==> src/rtl/uart_pkg.sv <==
// Shared state encoding, line levels and width helper for the arbitrated UART transmitter.
package uart_pkg;

    typedef enum logic [2:0] {
        StIdle,
        StAlign,
        StStart,
        StData,
        StParity,
        StStop
    } state_e;

    localparam logic TX_IDLE_LEVEL = 1'b1;
    localparam logic START_LEVEL   = 1'b0;

    function automatic int unsigned clog2(input int unsigned value);
        int unsigned w;
        w = 0;
        while ((32'd1 << w) < value) w = w + 1;
        return w;
    endfunction

endpackage

==> src/rtl/rr_arbiter.sv <==
// Combinational round-robin pick: first asserted request at or above ptr, wrapping.
module rr_arbiter
    import uart_pkg::*;
#(
    parameter int unsigned  NUM_REQ = 4,
    localparam int unsigned IDX_W   = clog2(NUM_REQ)
) (
    input  logic [NUM_REQ-1:0] req,
    input  logic [IDX_W-1:0]   ptr,
    input  logic               enable,
    output logic [NUM_REQ-1:0] grant,
    output logic [IDX_W-1:0]   idx
);

    logic [IDX_W-1:0] pos;

    // Scan from farthest to nearest so the slot at ptr overrides everything else.
    always_comb begin
        grant = '0;
        idx   = '0;
        pos   = '0;
        if (enable) begin
            for (int i = NUM_REQ - 1; i >= 0; i--) begin
                pos = IDX_W'((int'(ptr) + i) % NUM_REQ);
                if (req[pos]) begin
                    grant      = '0;
                    grant[pos] = 1'b1;
                    idx        = pos;
                end
            end
        end
    end

endmodule

==> src/rtl/uart_tx_arbiter.sv <==
// Round-robin arbitrated UART transmitter sharing one tx line among NUM_REQ producers.
// Define UART_TX_ARB_PARITY_EN to append an even parity bit after the data bits.
module uart_tx_arbiter
    import uart_pkg::*;
#(
    parameter int unsigned  NUM_REQ   = 4,
    parameter int unsigned  DATA_W    = 8,
    parameter int unsigned  STOP_BITS = 1,
    localparam int unsigned IDX_W     = clog2(NUM_REQ)
) (
    input  logic                      clk,
    input  logic                      rst,
    input  logic                      baud_tick,
    input  logic [NUM_REQ-1:0]        req_valid,
    input  logic [NUM_REQ*DATA_W-1:0] req_data,
    output logic [NUM_REQ-1:0]        req_ready,
    output logic                      tx,
    output logic                      busy,
    output logic [IDX_W-1:0]          grant_id
);

    localparam int unsigned CNT_W = clog2(DATA_W + 1);

    state_e             state_q;
    logic [IDX_W-1:0]   ptr_q;
    logic [CNT_W-1:0]   cnt_q;
    logic [DATA_W-1:0]  shift_q;
    logic [NUM_REQ-1:0] win_grant;
    logic [IDX_W-1:0]   win_idx;
    logic               accept;
`ifdef UART_TX_ARB_PARITY_EN
    logic               parity_q;
`endif

    rr_arbiter #(
        .NUM_REQ (NUM_REQ)
    ) u_arb (
        .req    (req_valid),
        .ptr    (ptr_q),
        .enable (state_q == StIdle && !rst),
        .grant  (win_grant),
        .idx    (win_idx)
    );

    assign req_ready = win_grant;
    assign accept    = |(req_valid & win_grant);

    always_ff @(posedge clk) begin
        if (rst) begin
            state_q  <= StIdle;
            tx       <= TX_IDLE_LEVEL;
            busy     <= 1'b0;
            grant_id <= '0;
            ptr_q    <= '0;
            cnt_q    <= '0;
            shift_q  <= '0;
`ifdef UART_TX_ARB_PARITY_EN
            parity_q <= 1'b0;
`endif
        end else begin
            case (state_q)
                // baud_tick is deliberately ignored here, so ALIGN always waits a fresh tick.
                StIdle: begin
                    if (accept) begin
                        shift_q  <= req_data[win_idx*DATA_W +: DATA_W];
                        grant_id <= win_idx;
                        ptr_q    <= (win_idx == IDX_W'(NUM_REQ - 1)) ? '0 : win_idx + 1'b1;
                        busy     <= 1'b1;
                        state_q  <= StAlign;
`ifdef UART_TX_ARB_PARITY_EN
                        parity_q <= ^req_data[win_idx*DATA_W +: DATA_W];
`endif
                    end
                end
                StAlign: begin
                    if (baud_tick) begin
                        tx      <= START_LEVEL;
                        state_q <= StStart;
                    end
                end
                StStart: begin
                    if (baud_tick) begin
                        tx      <= shift_q[0];
                        shift_q <= shift_q >> 1;
                        cnt_q   <= '0;
                        state_q <= StData;
                    end
                end
                StData: begin
                    if (baud_tick) begin
                        if (cnt_q == CNT_W'(DATA_W - 1)) begin
                            cnt_q   <= '0;
`ifdef UART_TX_ARB_PARITY_EN
                            tx      <= parity_q;
                            state_q <= StParity;
`else
                            tx      <= TX_IDLE_LEVEL;
                            state_q <= StStop;
`endif
                        end else begin
                            cnt_q   <= cnt_q + 1'b1;
                            tx      <= shift_q[0];
                            shift_q <= shift_q >> 1;
                        end
                    end
                end
`ifdef UART_TX_ARB_PARITY_EN
                StParity: begin
                    if (baud_tick) begin
                        tx      <= TX_IDLE_LEVEL;
                        state_q <= StStop;
                    end
                end
`endif
                // cnt_q is reused to count stop-bit periods.
                StStop: begin
                    if (baud_tick) begin
                        if (cnt_q == CNT_W'(STOP_BITS - 1)) begin
                            cnt_q   <= '0;
                            busy    <= 1'b0;
                            state_q <= StIdle;
                        end else begin
                            cnt_q <= cnt_q + 1'b1;
                        end
                    end
                end
                default: state_q <= StIdle;
            endcase
        end
    end

endmodule

==> config.mk <==
export PLATFORM = sky130hd
export DESIGN_NAME = uart_tx_arbiter
export DESIGN_NICKNAME = d
export VERILOG_FILES = /design/src/rtl/uart_pkg.sv /design/src/rtl/rr_arbiter.sv /design/src/rtl/uart_tx_arbiter.sv
export SDC_FILE = /design/constraint.sdc
export NUM_CORES = 1
export LEC_CHECK = 0
export CORE_ASPECT_RATIO = 0.5
export CORE_UTILIZATION = 30
export DETAILED_ROUTE_END_ITERATION = 8
export PLACE_DENSITY = 0.59
export SLEW_MARGIN = 30
export SYNTH_ARGS = -nofsm -noshare
export SYNTH_HDL_FRONTEND = slang
export SYNTH_HIERARCHICAL = 1
export SYNTH_SLANG_ARGS = --single-unit
==> constraint.sdc <==
create_clock -name clk -period 3.37 [get_ports clk]
set_input_delay 0.5055 -clock clk [delete_from_list [all_inputs] [get_ports clk]]
set_output_delay 0.5055 -clock clk [all_outputs]
set_load 0.01 [all_outputs]
==> flow_summary.json <==
{
  "slew_violations": 0,
  "ys_ff_latch": 21,
  "setup-violations-final": 0,
  "initial_core_util_pct": 31.1,
  "worstPathMaxFanout": 6,
  "fin_worst_skew_ns": 0.00173,
  "grt_pass1_vias": 1673,
  "die_w_um": 114,
  "drtIter0Drc": 104,
  "outcome": "finished with violations",
  "post-route-drc-count": 2,
  "critPathBufInv": 3,
  "die_y_um": 58.2,
  "cts_buffer_depth": 2,
  "clk_pin_slew_worst_paths_ns": 0.06,
  "fin_nets": 305,
  "slew-limit-headroom_pct": 59.7,
  "dr.pass1.iters": 9,
  "gp_congestion": 0.816,
  "cts-htree-levels": 1,
  "n_antenna_cell": 0,
  "cap_violations": 0,
  "synth_edf_count": 0,
  "placed_cell_area_sq_mm": 0.00249,
  "hold_depth": 2,
  "finalCriticalPeriod_ns": 3.26,
  "syn_avg_cell_area_sq_um": 9.28,
  "critPathMostFrequentCell": "clkdlybuf4s50_1",
  "dieArea_sq_mm": 0.00665,
  "crit_path_start_kind": "input port",
  "holdCritPathClass": "reg -> reg",
  "cts.sinks": 21,
  "cp.required_ns": 2.86,
  "synth_nets": 254,
  "synth_seq_area_share_pct": 22.2,
  "coreArea_sq_mm": 0.00608,
  "cts_setup_buffers": 0,
  "cts-root-buf": "clkbuf_16",
  "worst_pin_slew_ns": 0.601,
  "syn-cell-area_sq_mm": 0.00189,
  "worstHoldStart": "busy",
  "antenna_found_initial": 0,
  "leakagePower_nw": 0.914,
  "syn_to_final_growth_pct": 36.4,
  "wl_mm": 4.89,
  "grt_usage_pct": 15.3,
  "cp.depth": 7,
  "cts_buffers": 3,
  "cp_slowest_cell": "mux4_2",
  "rr_startpoint": "ptr_q[1]",
  "drive_above_1_share_pct": 18.5,
  "cpPeakStageDelay_ns": 0.59,
  "finalSetupTns_ns": 0,
  "synth_cell_types": 46,
  "num_rows": 20,
  "numPlacedInstances": 338,
  "fmaxAchievable_mhz": 306,
  "viasPerCell": 5.14,
  "overflow": 0,
  "fin_util_pct": 42.5,
  "cp_top_family": "buffers and inverters",
  "r2r_cells": 10,
  "portBuffers": 46,
  "post_drt_wl_per_cell_um": 14.3,
  "clk_latency_ns": 0.25,
  "grt_max_degree": 22,
  "worstSetupPathType": "in -> out",
  "violations": "design-rule violations",
  "hold_viol_final": 0,
  "ant_nets": 0,
  "peakVddDrop_mv": 0.214,
  "cp.arrival_ns": 2.76,
  "p_per_area_mw_per_mm2": 636,
  "vias": 1758,
  "min_to": "busy",
  "grt_pass1_wl_mm": 8.05,
  "post-dp-hpwl_mm": 3.69,
  "final_area_sq_mm": 0.00258,
  "timing.rr.end": "shift_q[1]",
  "instances_no_fill": 342,
  "ys_warn_count": 6,
  "rrSetupSlack_ns": 0.30,
  "grt_setup_unrepaired": "false",
  "ys.flop_type": "dfxtp_1",
  "cts_tree": "built",
  "ios": 47,
  "ctsHoldBuffers": 0,
  "endpoint_kind": "primary output",
  "syn_inst": 204,
  "holdWs_ns": 0.462,
  "synthArstFlopShare_pct": 0,
  "critical_path.cell_chain": "clkdlybuf4s50_1 -> mux4_2 -> nor2b_4 -> a221oi_1 -> a21oi_1 -> buf_4 -> clkdlybuf4s50_1",
  "period_share_pct": 96.8
}
==> cell families (layout without fill, tap and decap cells) <==
family / after synthesis / count (layout) / synth area share (%)
muxes: 24 / 24 / 19.6
and+or+nand+nor: 54 / 54 / 16.3
DFF: 21 / 21 / 22.2
adders and majority gates: 11 / 11 / 7.27
buffers and inverters: 31 / 81 / 8.20
AOI/OAI and AO/OA: 63 / 63 / 26.5
==> cells in the mapped netlist, types with 3 or more instances <==
library cell,number,share of area (%)
inv_1,16,3.2
mux2_2,4,2.4
nand3b_1,5,2.0
dfxtp_1,21,22
clkbuf_1,4,0.79
o211ai_1,9,3.6
nand2_1,13,2.6
o21ai_0,5,1.3
mux4_2,10,12
mux2i_1,10,5.3
buf_2,4,1.1
nand2b_1,3,0.99
nor2_1,12,2.4
a22o_1,4,1.9
ha_1,11,7.3
a221oi_1,11,5.1
a21oi_1,15,4.0
nor3_1,3,0.79
a221oi_2,7,5.6
buf_6,4,2.4
==> cell type report <==
cell class,count,area (sq um)
timing repair buffer,61,586
clock buffer,4,78.8
inverter,16,60.1
fill,604,3500
multi-input combinational,152,1330
tap,88,110
sequential,21,420
==> through the flow <==
stage          worst slack (ns)  power [mW]
2_1_floorplan             0.210        1.09
3_3_place_gp             0.0506        1.37
3_5_place_dp             0.0416        1.38
4_1_cts                  0.0339        1.65
5_1_grt                 0.00950        1.76
6_report                  0.107        1.64
==> worst register-to-register path: cells and delay by family (launching register included) <==
family / cells / cell delay (ns)
fa+ha+maj: 1 / 0.44
buf+inv: 2 / 0.30
flops: 1 / 0.33
simple gates: 1 / 0.18
compound gates: 4 / 0.77
mux: 2 / 0.92
==> sequential cells by signal (all words and copies together) (netlist names) <==
signal and cells:
cnt_q 4, ptr_q 2, tx 1, busy 1, grant_id 2, shift_q 8, state_q 3
==> worst max path at each step <==
| stage | end | slack, ns | start |
|---|---|---|---|
| 2_1_floorplan | shift_q[0] | 0.21 | ptr_q[0] |
| 3_3_place_gp | shift_q[2] | 0.05 | req_valid[1] |
| 3_5_place_dp | shift_q[1] | 0.04 | req_valid[2] |
| 4_1_cts | req_ready[3] | 0.03 | ptr_q[1] |
| 5_1_grt | req_ready[3] | 0.009 | ptr_q[1] |
| 6_report | req_ready[2] | 0.11 | req_valid[2] |
==> repair_timing <==
item,CTS,global route
endpoints found under the hold margin,0,0
setup endpoints to repair,0,4
gates resized for setup,0,3
==> cell usage in the layout, fill, tap and decap left out, drive strengths merged, types with 9 or more instances in the layout <==
cell type,netlist,layout
o211ai,9,9
ha,11,11
mux4,10,10
dfxtp,21,21
nor2,12,12
nand2,13,13
a221oi,18,18
a21oi,15,15
inv,16,16
mux2i,10,10
clkdlybuf4s50,0,46
buf,11,15
==> routing by layer <==
| layer | share of wire [%] | wire length (um) | GRT usage, % |
|---|---|---|---|
| met1 | 50 | 2450 | 20.9 |
| met2 | 47 | 2290 | 25.1 |
| met3 | 2.3 | 114 | 3.14 |
| met4 | 0.59 | 29 | 3.53 |
| met5 | 0 | 0 | 0 |
==> power by group <==
group	switching, mW	leakage, nW	internal (mW)	total, mW
sequential	0.0584	0.171	0.324	0.383
clock	0.0938	0.0382	0.161	0.255
combinational	0.490	0.704	0.513	1.00
total	0.643	0.914	0.999	1.64
Power figures use the tool's default switching activity.
==> variant: new RTL, same settings <==
`DATA_W`: 8 -> 12.
--- a/src/rtl/uart_tx_arbiter.sv
+++ b/src/rtl/uart_tx_arbiter.sv
@@ -5,5 +5,5 @@
 #(
     parameter int unsigned  NUM_REQ   = 4,
-    parameter int unsigned  DATA_W    = 8,
+    parameter int unsigned  DATA_W    = 12,
     parameter int unsigned  STOP_BITS = 1,
     localparam int unsigned IDX_W     = clog2(NUM_REQ)
Ports: changed (resized req_data); port bits go from 47 to 63. The function was not compared with the original's and may differ.
==> variant against the unedited design <==
Synthesized cell count up 9.8%. Power is 23% higher. Synthesized area is 17% higher. Cell area increased by 17%. Cell count rose by 9.6%. Routed wire length increased by 24%. Utilization grew 1.1 points. Die area up 17%. Clock skew up 0.0029 ns. Sequential cell count rose by 4. Worst setup slack got worse by 0.016 ns.
==> variant: results (changes against the unedited design) <==
Cells and area
The fill cell instance count of the final layout is 655 (+8.4%). In the final layout, the registers with the most flip-flops are shift_q: 12 flops, cnt_q: 4 flops, state_q: 3 flops. The proportion of layout cells with a drive suffix above 1 is 20.1% (+1.6 points).

The share of the core filled with cells was 43.6% (+1.1 points). The post-layout net count is 350 (+15%).

Setup path
The stage delay of the slowest cell on the critical path is 0.57 ns (-0.02 ns). The arrival time reported for the critical path endpoint is 2.77 ns (about the same). The highest fanout seen on the critical path is 7 (+1). The register-to-register setup slack is 0.43 ns (+0.13 ns). The slowest library cell on the worst path is clkdlybuf4s50_1.

Following the worst setup path forward leads to its endpoint at req_ready[0]. The endpoint of the most critical register-to-register path is shift_q[8]$_SDFFE_PP0P_. The launch point of the worst reg-to-reg path is ptr_q[0]$_SDFFE_PP0P_. The worst setup path is launched from a flip-flop.

Drt
The number of DRC markers in iteration 0 is 79 (-24%). The post-detailed-routing wire length is 6050 µm (+24%). The routed length on met2 is 2900 µm (+26%). The average routed wire per standard cell is 16.1 µm (+13%).

The total met3 wirelength after detailed routing is 151 µm (+32%). The routed length on met1 is 2950 µm (+20%). The total iterations of the first detailed-routing run is 4 (-5). The number of vias per cell is 5.22 (+1.6%).

Placement
The post-placement cell count is 371 (+9.8%). The count of input and output buffers is 62 (+35%). The pre-CTS setup slack is 0.172 ns (+0.130 ns). The global placement routability congestion was 0.854 (+4.6%). The area after detailed placement is 2920 µm² (+17%). The estimated wirelength of the detail-placed design was 4740 µm (+28%).

Logic synthesis
The count of different cell masters after synthesis was 53 (+15%). The part of the Yosys area used for sequential elements was 22.6% (+0.37 points). The yosys synthesis warning count is 6 (unchanged). By area the synthesized netlist is led by dfxtp_1, mux4_2, a311oi_2. By count the netlist is led by dfxtp_1, nand2_1, a21oi_1. The post-synthesis instance total came to 224 (+9.8%). The post-synthesis net count was 290 (+14%).

STA
The worst-case clock skew is 0.00466 ns (+0.00293 ns). The post-route worst hold slack is 0.481 ns (+0.0188 ns). The normalized max-slew margin is 61.6% (+1.8 points). The achievable frequency was 305 MHz (-0.50%).

Clock network
The maximum level of the CTS H-tree is 1 (unchanged). The maximum clock path buffer count came to 2 (unchanged). The clock buffer count from CTS was 3 (unchanged).

The clock transition at the registers of the reported paths is 0.07 ns. The clock insertion delay at the later pin of the skew report is 0.26 ns.

Global routing
The number of global-route vias before repair is 1917 (+15%). The global router's overall resource usage came to 16.0% (+0.74 points). The routing usage on met3 is 3.10% (-0.036 points). The first-pass GRT wire length is 9740 µm (+21%).

The met1 usage in global routing was 22.0% (+1.2 points). The met2 demand-to-capacity share in global routing came to 26.0% (+0.94 points). The pin count of the biggest net entering global routing is 24 (+9.1%).

Hold path
The worst hold path begins at shift_q[1]$_SDFFE_PP0P_. The tightest min-delay check is of the reg2reg type.

Status
The run finished with clean final reports.

Power and ir drop
The largest vdd supply drop is 0.235 mV (+9.6%). The total leakage power was 0.00109 µW (+19%).
[variant: changes by cell type after synthesis, sizes merged, moves of 3 or more]
cell,before,now
mux4,10,14
a21oi,15,23
buf,11,16
a22o,4,1
dfxtp,21,25
nor2,12,15
a311oi,0,12
a221oi,18,5
nand2,13,24
inv,16,8
[variant: cell type report]
cell class | count | area share (%)
Multi-Input combinational cell | 173 | 52.1
Inverter | 8 | 0.997
Clock inverter | 1 | 0.249
Clock buffer | 3 | 2.49
Sequential cell | 25 | 16.6
Tap cell | 92 | 3.82
Timing Repair Buffer | 73 | 23.8
[variant: what timing repair did]
item / in CTS / in global routing
setup buffers: 0 / 0
setup endpoints to repair: 0 / 4
gates resized for setup: 0 / 3
[variant: worst min path at each step]
| stage | end | cells after the start |
|---|---|---|
| 5_1_grt | shift_q[0]$_SDFFE_PP0P_ | 2 |
| 3_3_place_gp | tx$_SDFFE_PP1P_ | 2 |
| 2_1_floorplan | shift_q[0]$_SDFFE_PP0P_ | 2 |
| 3_5_place_dp | tx$_SDFFE_PP1P_ | 2 |
| 4_1_cts | shift_q[0]$_SDFFE_PP0P_ | 2 |
| 6_report | shift_q[0]$_SDFFE_PP0P_ | 2 |
[variant: cells by family (layout without fill, tap and decap cells)]
group / after synthesis / count (layout) / synth area share (%)
mux: 29 / 29 / 21.2
buf+inv: 26 / 85 / 7.34
xor+xnor: 3 / 3 / 1.19
flops: 25 / 25 / 22.6
simple gates: 63 / 63 / 16.2
compound gates: 67 / 67 / 25.3
fa+ha+maj: 11 / 11 / 6.21
[variant: where the power goes]
group / internal (µW) / switching (µW) / total, µW / leakage (µW)
Sequential: 381 / 70.9 / 452 / 0.000205
Combinational: 620 / 671 / 1290 / 0.000844
Clock: 161 / 111 / 273 / 0.0000371
